File: config.mk
export PLATFORM = sky130hd
export DESIGN_NAME = prog_loader_flat
export DESIGN_NICKNAME = d
export VERILOG_FILES = /design/src/rtl/prog_loader_if.sv /design/src/rtl/prog_loader.sv /design/src/flat_wrapper.sv
export SDC_FILE = /design/constraint.sdc
export NUM_CORES = 1
export LEC_CHECK = 0
export CORE_UTILIZATION = 30
export CTS_CLUSTER_DIAMETER = 40
export DETAILED_ROUTE_END_ITERATION = 8
export SLEW_MARGIN = 15
export SYNTH_ARGS = -nofsm -noshare
export SYNTH_HDL_FRONTEND = slang
export SYNTH_SLANG_ARGS = --single-unit
File: constraint.sdc
create_clock -name clk -period 1.9 [get_ports clk]
set_input_delay 0.38 -clock clk [delete_from_list [all_inputs] [get_ports clk]]
set_output_delay 0.38 -clock clk [all_outputs]
set_load 0.005 [all_outputs]
File: src/rtl/prog_loader_if.sv
// Byte-stream input and RAM write port of the program loader.
interface prog_loader_if #(
    parameter int unsigned ADDR_WIDTH = 4,
    parameter int unsigned DATA_WIDTH = 8
);
    logic                  in_valid;
    logic [DATA_WIDTH-1:0] in_data;
    logic                  in_ready;
    logic                  ram_we;
    logic [ADDR_WIDTH-1:0] ram_addr;
    logic [DATA_WIDTH-1:0] ram_wdata;

    // Host / stream source side
    modport master (
        output in_valid, in_data,
        input  in_ready, ram_we, ram_addr, ram_wdata
    );

    // Loader side
    modport slave (
        input  in_valid, in_data,
        output in_ready, ram_we, ram_addr, ram_wdata
    );
endinterface

File: src/rtl/prog_loader.sv
// Loads a length-prefixed byte stream into RAM from address 0, zero-fills the
// remaining words, then releases the CPU core from hold after a settle delay.
module prog_loader #(
    parameter int unsigned ADDR_WIDTH  = 4,
    parameter int unsigned DATA_WIDTH  = 8,
    parameter int unsigned HOLD_CYCLES = 4
) (
    input  logic          clk,
    input  logic          reset,
    input  logic          load_req,
    prog_loader_if.slave  bus,
    output logic          cpu_hold,
    output logic          done,
    output logic          err
);
    localparam int unsigned DEPTH  = 2 ** ADDR_WIDTH;
    localparam int unsigned CNT_W  = ADDR_WIDTH + 1;
    localparam int unsigned LEN_W  = DATA_WIDTH + 1;
    localparam int unsigned HOLD_W = 8;

    typedef enum logic [2:0] {
        S_LEN,
        S_DATA,
        S_CLEAR,
        S_HOLD,
        S_RUN,
        S_ERROR
    } state_t;

    state_t                state_q,     state_d;
    logic [ADDR_WIDTH-1:0] wr_ptr_q,    wr_ptr_d;
    logic [CNT_W-1:0]      remaining_q, remaining_d;
    logic                  len_full_q,  len_full_d;
    logic [HOLD_W-1:0]     hold_cnt_q,  hold_cnt_d;
    logic                  in_ready_q,  in_ready_d;
    logic                  ram_we_q,    ram_we_d;
    logic [ADDR_WIDTH-1:0] ram_addr_q,  ram_addr_d;
    logic [DATA_WIDTH-1:0] ram_wdata_q, ram_wdata_d;
    logic                  cpu_hold_q,  cpu_hold_d;
    logic                  done_q,      done_d;
    logic                  err_q,       err_d;

    logic             accept;
    logic [LEN_W-1:0] len_ext;

    assign accept  = bus.in_valid && in_ready_q;
    assign len_ext = LEN_W'(bus.in_data);

    // State register and registered outputs
    always_ff @(posedge clk or negedge reset) begin
        if (!reset) begin
            state_q     <= S_LEN;
            wr_ptr_q    <= '0;
            remaining_q <= '0;
            len_full_q  <= 1'b0;
            hold_cnt_q  <= '0;
            in_ready_q  <= 1'b1;
            ram_we_q    <= 1'b0;
            ram_addr_q  <= '0;
            ram_wdata_q <= '0;
            cpu_hold_q  <= 1'b1;
            done_q      <= 1'b0;
            err_q       <= 1'b0;
        end else begin
            state_q     <= state_d;
            wr_ptr_q    <= wr_ptr_d;
            remaining_q <= remaining_d;
            len_full_q  <= len_full_d;
            hold_cnt_q  <= hold_cnt_d;
            in_ready_q  <= in_ready_d;
            ram_we_q    <= ram_we_d;
            ram_addr_q  <= ram_addr_d;
            ram_wdata_q <= ram_wdata_d;
            cpu_hold_q  <= cpu_hold_d;
            done_q      <= done_d;
            err_q       <= err_d;
        end
    end

    // Next-state, counters and next output values
    always_comb begin
        state_d     = state_q;
        wr_ptr_d    = wr_ptr_q;
        remaining_d = remaining_q;
        len_full_d  = len_full_q;
        hold_cnt_d  = '0;
        ram_we_d    = 1'b0;
        ram_addr_d  = ram_addr_q;
        ram_wdata_d = ram_wdata_q;

        if (load_req) begin
            // A reload wins over any byte presented in the same cycle
            state_d     = S_LEN;
            wr_ptr_d    = '0;
            remaining_d = '0;
            len_full_d  = 1'b0;
        end else begin
            unique case (state_q)
                S_LEN: begin
                    if (accept) begin
                        if ((len_ext != '0) && (len_ext <= LEN_W'(DEPTH))) begin
                            state_d     = S_DATA;
                            wr_ptr_d    = '0;
                            remaining_d = CNT_W'(bus.in_data);
                            len_full_d  = (len_ext == LEN_W'(DEPTH));
                        end else begin
                            state_d = S_ERROR;
                        end
                    end
                end
                S_DATA: begin
                    if (accept) begin
                        ram_we_d    = 1'b1;
                        ram_addr_d  = wr_ptr_q;
                        ram_wdata_d = bus.in_data;
                        wr_ptr_d    = wr_ptr_q + ADDR_WIDTH'(1);
                        remaining_d = remaining_q - CNT_W'(1);
                        if (remaining_q == CNT_W'(1)) begin
                            state_d = len_full_q ? S_HOLD : S_CLEAR;
                        end
                    end
                end
                S_CLEAR: begin
                    ram_we_d    = 1'b1;
                    ram_addr_d  = wr_ptr_q;
                    ram_wdata_d = '0;
                    // Stop at the top address so the pointer never wraps to 0
                    if (wr_ptr_q == '1) begin
                        state_d = S_HOLD;
                    end else begin
                        wr_ptr_d = wr_ptr_q + ADDR_WIDTH'(1);
                    end
                end
                S_HOLD: begin
                    // Count 0 is the cycle still showing the last write
                    if (hold_cnt_q == HOLD_W'(HOLD_CYCLES)) begin
                        state_d = S_RUN;
                    end else begin
                        hold_cnt_d = hold_cnt_q + HOLD_W'(1);
                    end
                end
                S_RUN:   state_d = S_RUN;
                S_ERROR: state_d = S_ERROR;
                default: state_d = S_LEN;
            endcase
        end

        in_ready_d = (state_d == S_LEN) || (state_d == S_DATA);
        cpu_hold_d = (state_d != S_RUN);
        done_d     = (state_d == S_RUN);
        err_d      = (state_d == S_ERROR);
    end

    assign bus.in_ready  = in_ready_q;
    assign bus.ram_we    = ram_we_q;
    assign bus.ram_addr  = ram_addr_q;
    assign bus.ram_wdata = ram_wdata_q;
    assign cpu_hold      = cpu_hold_q;
    assign done          = done_q;
    assign err           = err_q;
endmodule

File: src/flat_wrapper.sv
// flat-port wrapper written by rule: the top's interface ports become plain ports
module prog_loader_flat 
#(
    parameter int unsigned ADDR_WIDTH  = 4,
    parameter int unsigned DATA_WIDTH  = 8,
    parameter int unsigned HOLD_CYCLES = 4
)
  (clk, reset, load_req, cpu_hold, done, err, bus_in_valid, bus_in_data, bus_in_ready, bus_ram_we, bus_ram_addr, bus_ram_wdata);
  prog_loader_if #(.ADDR_WIDTH(ADDR_WIDTH), .DATA_WIDTH(DATA_WIDTH)) bus_i ();
  input  logic clk;
  input  logic reset;
  input  logic load_req;
  output logic cpu_hold;
  output logic done;
  output logic err;
  input wire logic [$bits(bus_i.in_valid)-1:0] bus_in_valid;
  input wire logic [$bits(bus_i.in_data)-1:0] bus_in_data;
  output wire logic [$bits(bus_i.in_ready)-1:0] bus_in_ready;
  output wire logic [$bits(bus_i.ram_we)-1:0] bus_ram_we;
  output wire logic [$bits(bus_i.ram_addr)-1:0] bus_ram_addr;
  output wire logic [$bits(bus_i.ram_wdata)-1:0] bus_ram_wdata;
  assign bus_i.in_valid = bus_in_valid;
  assign bus_i.in_data = bus_in_data;
  assign bus_in_ready = bus_i.in_ready;
  assign bus_ram_we = bus_i.ram_we;
  assign bus_ram_addr = bus_i.ram_addr;
  assign bus_ram_wdata = bus_i.ram_wdata;
  prog_loader #(.ADDR_WIDTH(ADDR_WIDTH), .DATA_WIDTH(DATA_WIDTH), .HOLD_CYCLES(HOLD_CYCLES)) u_core (.clk(clk), .reset(reset), .load_req(load_req), .bus(bus_i), .cpu_hold(cpu_hold), .done(done), .err(err));
endmodule
==> results of run 1 <==
-- registers in the layout, indices dropped and copies added (netlist names) --
register,count
u_core.bus.ram_wdata,8
u_core.hold_cnt_q,8
u_core.remaining_q,5
u_core.bus.ram_addr,4
u_core.wr_ptr_q,4
u_core.state_q,3
u_core.bus.in_ready,1
u_core.bus.ram_we,1
u_core.cpu_hold,1
u_core.done,1
u_core.err,1
u_core.len_full_q,1
-- cells in the mapped netlist (3+ instances only) --
master / n / area share [%]
nor2b_1: 4 / 1.2
o32ai_1: 3 / 1.3
nor4_1: 4 / 1.2
mux2i_1: 3 / 1.5
o21ai_0: 8 / 2.0
nand3_1: 6 / 1.5
nand2_1: 15 / 2.8
mux2_2: 5 / 2.8
a22o_1: 8 / 3.5
a21oi_1: 9 / 2.2
nand4_1: 5 / 1.5
and3_1: 5 / 1.5
clkbuf_1: 5 / 0.93
nor3_1: 4 / 0.99
xor2_1: 4 / 1.7
inv_1: 10 / 1.9
and2_1: 4 / 1.2
dfrtp_1: 36 / 45
ha_1: 5 / 3.1
a31oi_1: 6 / 1.9
nand2b_1: 3 / 0.93
nor2_1: 17 / 3.2
-- metal layers --
| layer | share of wire, % | wire [um] | vias up | global-route usage [%] |
|---|---|---|---|---|
| met1 | 48 | 2460 | 857 | 19.9 |
| met5 | 0 | 0 | - | 0 |
| li1 | - | - | 859 | - |
| met2 | 46 | 2390 | 40 | 24.5 |
| met3 | 4.0 | 208 | 7 | 3.86 |
| met4 | 1.6 | 80 | 0 | 6.74 |
-- report_power, final --
group / switching (mW) / total (mW) / internal (mW) / leakage [nW]
clock: 0.307 / 0.599 / 0.292 / 0.0472
combinational: 0.349 / 0.819 / 0.470 / 0.591
sequential: 0.129 / 1.09 / 0.965 / 0.507
-- metrics by stage --
step	total power, mW	utilization, %
after floorplan	1.48	-
after global placement	1.90	39.5
after detailed placement	1.92	39.5
after CTS	2.53	41.0
after global routing	2.67	41.6
final	2.51	41.6
-- kinds of logic after synthesis --
kind of cell	share of synthesized area [%]
muxes	4.27
adders and majority gates	3.10
DFF	47.2
xor gates and xnor gates	2.60
AOI/OAI and AO/OA	17.7
buffers and inverters	3.47
and+or+nand+nor	21.7
-- worst paths after layout --
kind | slack, ps | cells after the start | to | start
worst max-delay path | 50 | 6 | u_core.done | bus_in_data[2]
worst min-delay path | 130 | 2 | u_core.bus.ram_wdata[5] | reset
worst max register to register | 140 | 4 | u_core.done | u_core.state_q[1]
worst min register to register | 510 | 1 | u_core.hold_cnt_q[0] | u_core.hold_cnt_q[0]
max in group asynchronous | 1400 | 2 | u_core.bus.in_ready | reset
min in group clk | 510 | 1 | u_core.hold_cnt_q[0] | u_core.hold_cnt_q[0]
-- critical path, stage by stage --
cell	delay [ps]
clkdlybuf4s50_1	470
nor4_4	370
mux2i_1	130
buf_4	190
a221o_1	330
and3_1	170
-- layout make-up --
| type | count | area (um^2) |
|---|---|---|
| inverter | 11 | 41.3 |
| fill | 651 | 3750 |
| clock buffer | 6 | 82.6 |
| clock inverter | 2 | 12.5 |
| timing repair buffer | 52 | 460 |
| multi-input combinational | 147 | 1020 |
| tap | 77 | 96.3 |
| sequential | 38 | 955 |
-- timing repair --
item	in CTS	in global routing
endpoints found under the setup margin	0	5
setup buffers	0	1
hold buffers	0	0
resized for setup	0	8
==> impl_metrics.csv, run 1 <==
group,metric,value,unit
logic_synthesis,synth.avg_cell_area,9.95,um^2
timing,period_needed,1850,ps
pwr,leakagePower,1.14,nW
floorplan,num_rows,29,
drt,routedWlPerCell,15.4,um
placed_design,dp_hpwl,3.54,mm
timing,worst_slack,47.5,ps
grt,grtUsageTotal,15.4,%
critical_path,crit_required,2090,ps
timing,hold_slack,127,ps
timing,final-max-slew-violation-count,0,
critical_path,worstPathMaxFanout,9,
cts,tritoncts,"built",
cts,clkTransAtPathRegs,80,ps
logic_synthesis,yosysSeqAreaShare,47.2,%
timing,fmax,540,MHz
logic_synthesis,syn-cell-area,2020,um^2
finish,finalNonFillerCells,333,
timing,worst_pin_slew,492,ps
floorplan,start_util,31.4,%
cts,clk_latency,300,ps
critical_path,arrival,2050,ps
cts,cts_root_buf,"clkbuf_8",
finish,nets,272,
drt,drc,10,
drt,vias,1763,
grt,grt_pass1_wl,8.67,mm
drt,firstDrtPassIters,7,
finish,layout_common_cells,"dfrtp_1 (35), clkdlybuf4s50_1 (25), buf_4 (24), nor2_1 (17), nand2_1 (15)",
logic_synthesis,ys_warn_count,0,
flow_run,cap_violations,0,
drt,vias_per_cell,5.29,
outcome,violations,"DRC",
drt,routed_wl,5.14,mm
placed_design,pre_cts_slack,-272,ps
timing,fin_crit_sh,97.5,%
placed_design,dpl_cell_area,2530,um^2
floorplan,dieArea,7060,um^2
worst_hold_path,hp-class,"in -> async",
finish,areaGrowthSynthToFinish,32.2,%
finish,layout-drive-gt1-share,19.1,%
pwr,power_density,941,nW/um^2
cts,cts.sinks,38,
floorplan,die_w,84.0,um
cts,h-tree-depth,2,
logic_synthesis,ys_types,49,
timing,clock_skew,6.21,ps
cts,clock_path_buffers,2,
logic_synthesis,synthFlopType,"dfrtp_1",
drt,first_iter_violations,69,
timing,hold_viol,0,
grt,grt_pass1_vias,1826,
logic_synthesis,postSynthCellCount,203,
grt,antenna_found_initial,0,
critical_path,critPathKind,"in -> reg",
floorplan,die_h,84.0,um
logic_synthesis,ys_ff_latch,38,
finish,final_common_cell,"dfrtp_1",
critical_path,endpoint_kind,"flip-flop",
placed_design,place.gp.congestion,0.801,
outcome,run_status,"complete, but fails checks",
floorplan,core-area,6420,um^2
grt,grt_overflow,0,
logic_synthesis,synth-async-reset-ratio,100,%
critical_path,worstSetupStartpointType,"primary input",
finish,antenna_cells,0,
cts,cts_buffers,5,
logic_synthesis,synth_edf_count,0,
timing,setup_violations,0,
timing,setup_tns,0,ps
placed_design,dpl.cell_count,324,
grt,grt_max_degree,39,
pwr,irDropWorstVdd,0.253,mV
floorplan,top_level_ports,29,
drt,ant_nets,0,
timing,maxSlewHeadroom,67.2,%
logic_synthesis,syn_nets,220,
placed_design,port_buffers,28,
finish,stdcell_area,2670,um^2
No activity file was read; power rests on OpenSTA's default activity.
==> run 2: changes to the inputs <==
--- a/config.mk
+++ b/config.mk
@@ -8,6 +8,7 @@
 export CORE_UTILIZATION = 30
 export CTS_CLUSTER_DIAMETER = 40
 export DETAILED_ROUTE_END_ITERATION = 8
+export SETUP_SLACK_MARGIN = 0.15
 export SLEW_MARGIN = 15
 export SYNTH_ARGS = -nofsm -noshare
 export SYNTH_HDL_FRONTEND = slang
==> run 2 against run 1 <==
Against the previous run:
- the flow still finishes with violations (DRC)
- utilization up 0.43 points
- non-clock buffer count up 5
- worst hold slack better by 1.9 ps
==> impl_metrics.csv, run 2 (synthesized netlist as in run 1, its figures left out) <==
group,metric,value,unit
cts,clk_latency,300,ps
critical_path,cp.depth,1,
finish,multi_input_area,1020,um^2
drt,firstDrtPassIters,7,
timing,setup_tns,0,ps
pwr,power_density,948,nW/um^2
drt,wl_met1,2.42,mm
pwr,irDropWorstVdd,0.252,mV
drt,wl_met2,2.37,mm
timing,fin_crit_sh,89.7,%
drt,wl_met3,258,um
finish,utilization,42.0,%
finish,finalNonFillerCells,338,
drt,vias,1786,
placed_design,port_buffers,28,
critical_path,worstPathMaxFanout,2,
critical_path,path_buf_inv,1,
drt,topRoutingLayerUsed,"met4",
flow_run,cap_violations,0,
timing,period_needed,1700,ps
critical_path,cp_top_family,"flip-flops",
outcome,run_status,"complete, but fails checks",
cts,tritoncts,"built",
placed_design,place.gp.congestion,0.801,
critical_path,arrival,1320,ps
floorplan,dieArea,7060,um^2
grt,antenna_found_initial,0,
grt,grtUsageTotal,15.6,%
timing,maxSlewHeadroom,67.1,%
drt,drc,10,
timing,final-max-slew-violation-count,0,
finish,antenna_cells,0,
cts,clkTransAtPathRegs,80,ps
timing,fmax,587,MHz
outcome,violations,"DRC",
finish,stdcell_area,2700,um^2
grt,grt_max_degree,39,
finish,layout-drive-gt1-share,21.8,%
pwr,clock_power_share,23.4,%
floorplan,core-area,6420,um^2
timing,setup_violations,0,
timing,hold_viol,0,
critical_path,worstSetupStartpointType,"flip-flop",
placed_design,dp_hpwl,3.54,mm
grt,grt_pass1_wl,8.72,mm
floorplan,num_rows,29,
critical_path,critical_path.cell_chain,"clkdlybuf4s50_1",
critical_path,endpoint_kind,"primary output",
drt,routed_wl,5.13,mm
critical_path,cp_slowest_cell,"dfstp_2",
pwr,leakagePower,1.18,nW
drt,vias_per_cell,5.28,
pwr,total_power,2.56,mW
finish,areaGrowthSynthToFinish,33.6,%
worst_hold_path,hp-class,"in -> async",
placed_design,dpl_cell_area,2530,um^2
cts,clock_path_buffers,2,
pwr,p_seq_share,42.6,%
cts,h-tree-depth,2,
pwr,p_int,1.76,mW
floorplan,die_h,84.0,um
drt,first_iter_violations,73,
timing,worst_pin_slew,494,ps
finish,seqCellArea,956,um^2
cts,cts_buffers,5,
floorplan,start_util,31.4,%
finish,fillerInstances,649,
grt,grt_pass1_vias,1846,
timing,rsz0062_at_grt,"false",
critical_path,crit_required,1520,ps
drt,routedWlPerCell,15.2,um
pwr,comb_power_share,33.9,%
floorplan,die_w,84.0,um
floorplan,top_level_ports,29,
finish,final_common_cell,"dfrtp_1",
pwr,switching_power,0.796,mW
critical_path,r2r_cells,5,
grt,grt_overflow,0,
cts,cts_root_buf,"clkbuf_8",
drt,ant_nets,0,
timing,clock_skew,6.15,ps
finish,nets,277,
pwr,p_sw_share,31.1,%
placed_design,dpl.cell_count,324,
cts,cts.sinks,38,
critical_path,critPathKind,"reg -> out",
critical_path,max_stage_delay,530,ps
finish,layout_common_cells,"dfrtp_1 (34), buf_4 (29), clkdlybuf4s50_1 (19), nor2_1 (16), nand2_1 (15)",
cts,hold_buffers,0,
run 2: timing repair:
action,in CTS,in global routing
pin swaps,3,3
endpoints found under the hold margin,0,0
setup endpoints to repair,9,9
setup buffers,3,3
resized for setup,12,5
run 2: worst paths after layout:
path | start | endpoint | slack [ps]
max reg2reg | u_core.wr_ptr_q[0] | u_core.done | 250
min in group clk | u_core.hold_cnt_q[0] | u_core.hold_cnt_q[0] | 510
min | reset | u_core.bus.ram_wdata[5] | 130
min reg2reg | u_core.hold_cnt_q[0] | u_core.hold_cnt_q[0] | 510
max | u_core.bus.in_ready | bus_in_ready | 200
max in group asynchronous | reset | u_core.bus.in_ready | 1400
run 2: per-stage QoR:
stage / worst slack [ps] / hold WS [ps]
2_1_floorplan: 238 / 84.4
3_3_place_gp: -228 / 460
3_5_place_dp: -272 / 472
4_1_cts: 153 / 148
5_1_grt: 156 / 163
6_report: 196 / 128
run 2: layer usage:
layer / track usage [%] / vias up
met1: 19.7 / 854
met5: 0 / -
met4: 6.74 / 0
li1: - / 868
met3: 3.86 / 7
met2: 25.1 / 57
run 2: power groups by stage:
stage / clock network, mW / registers, mW / logic, mW
finish: 0.599 / 1.09 / 0.867
global route: 0.649 / 1.11 / 0.954
CTS: 0.616 / 1.09 / 0.831
detailed placement: 0 / 1.11 / 0.809
global placement: 0 / 1.10 / 0.799
floorplan: 0 / 1.08 / 0.404
run 2: layout make-up:
type                            count  area share [%]
Sequential cell                    38            35.4
Clock buffer                        6            3.06
Tap cell                           77            3.57
Clock inverter                      2           0.464
Inverter                           11            1.53
Timing Repair Buffer               57            18.2
Multi-Input combinational cell    147            37.8
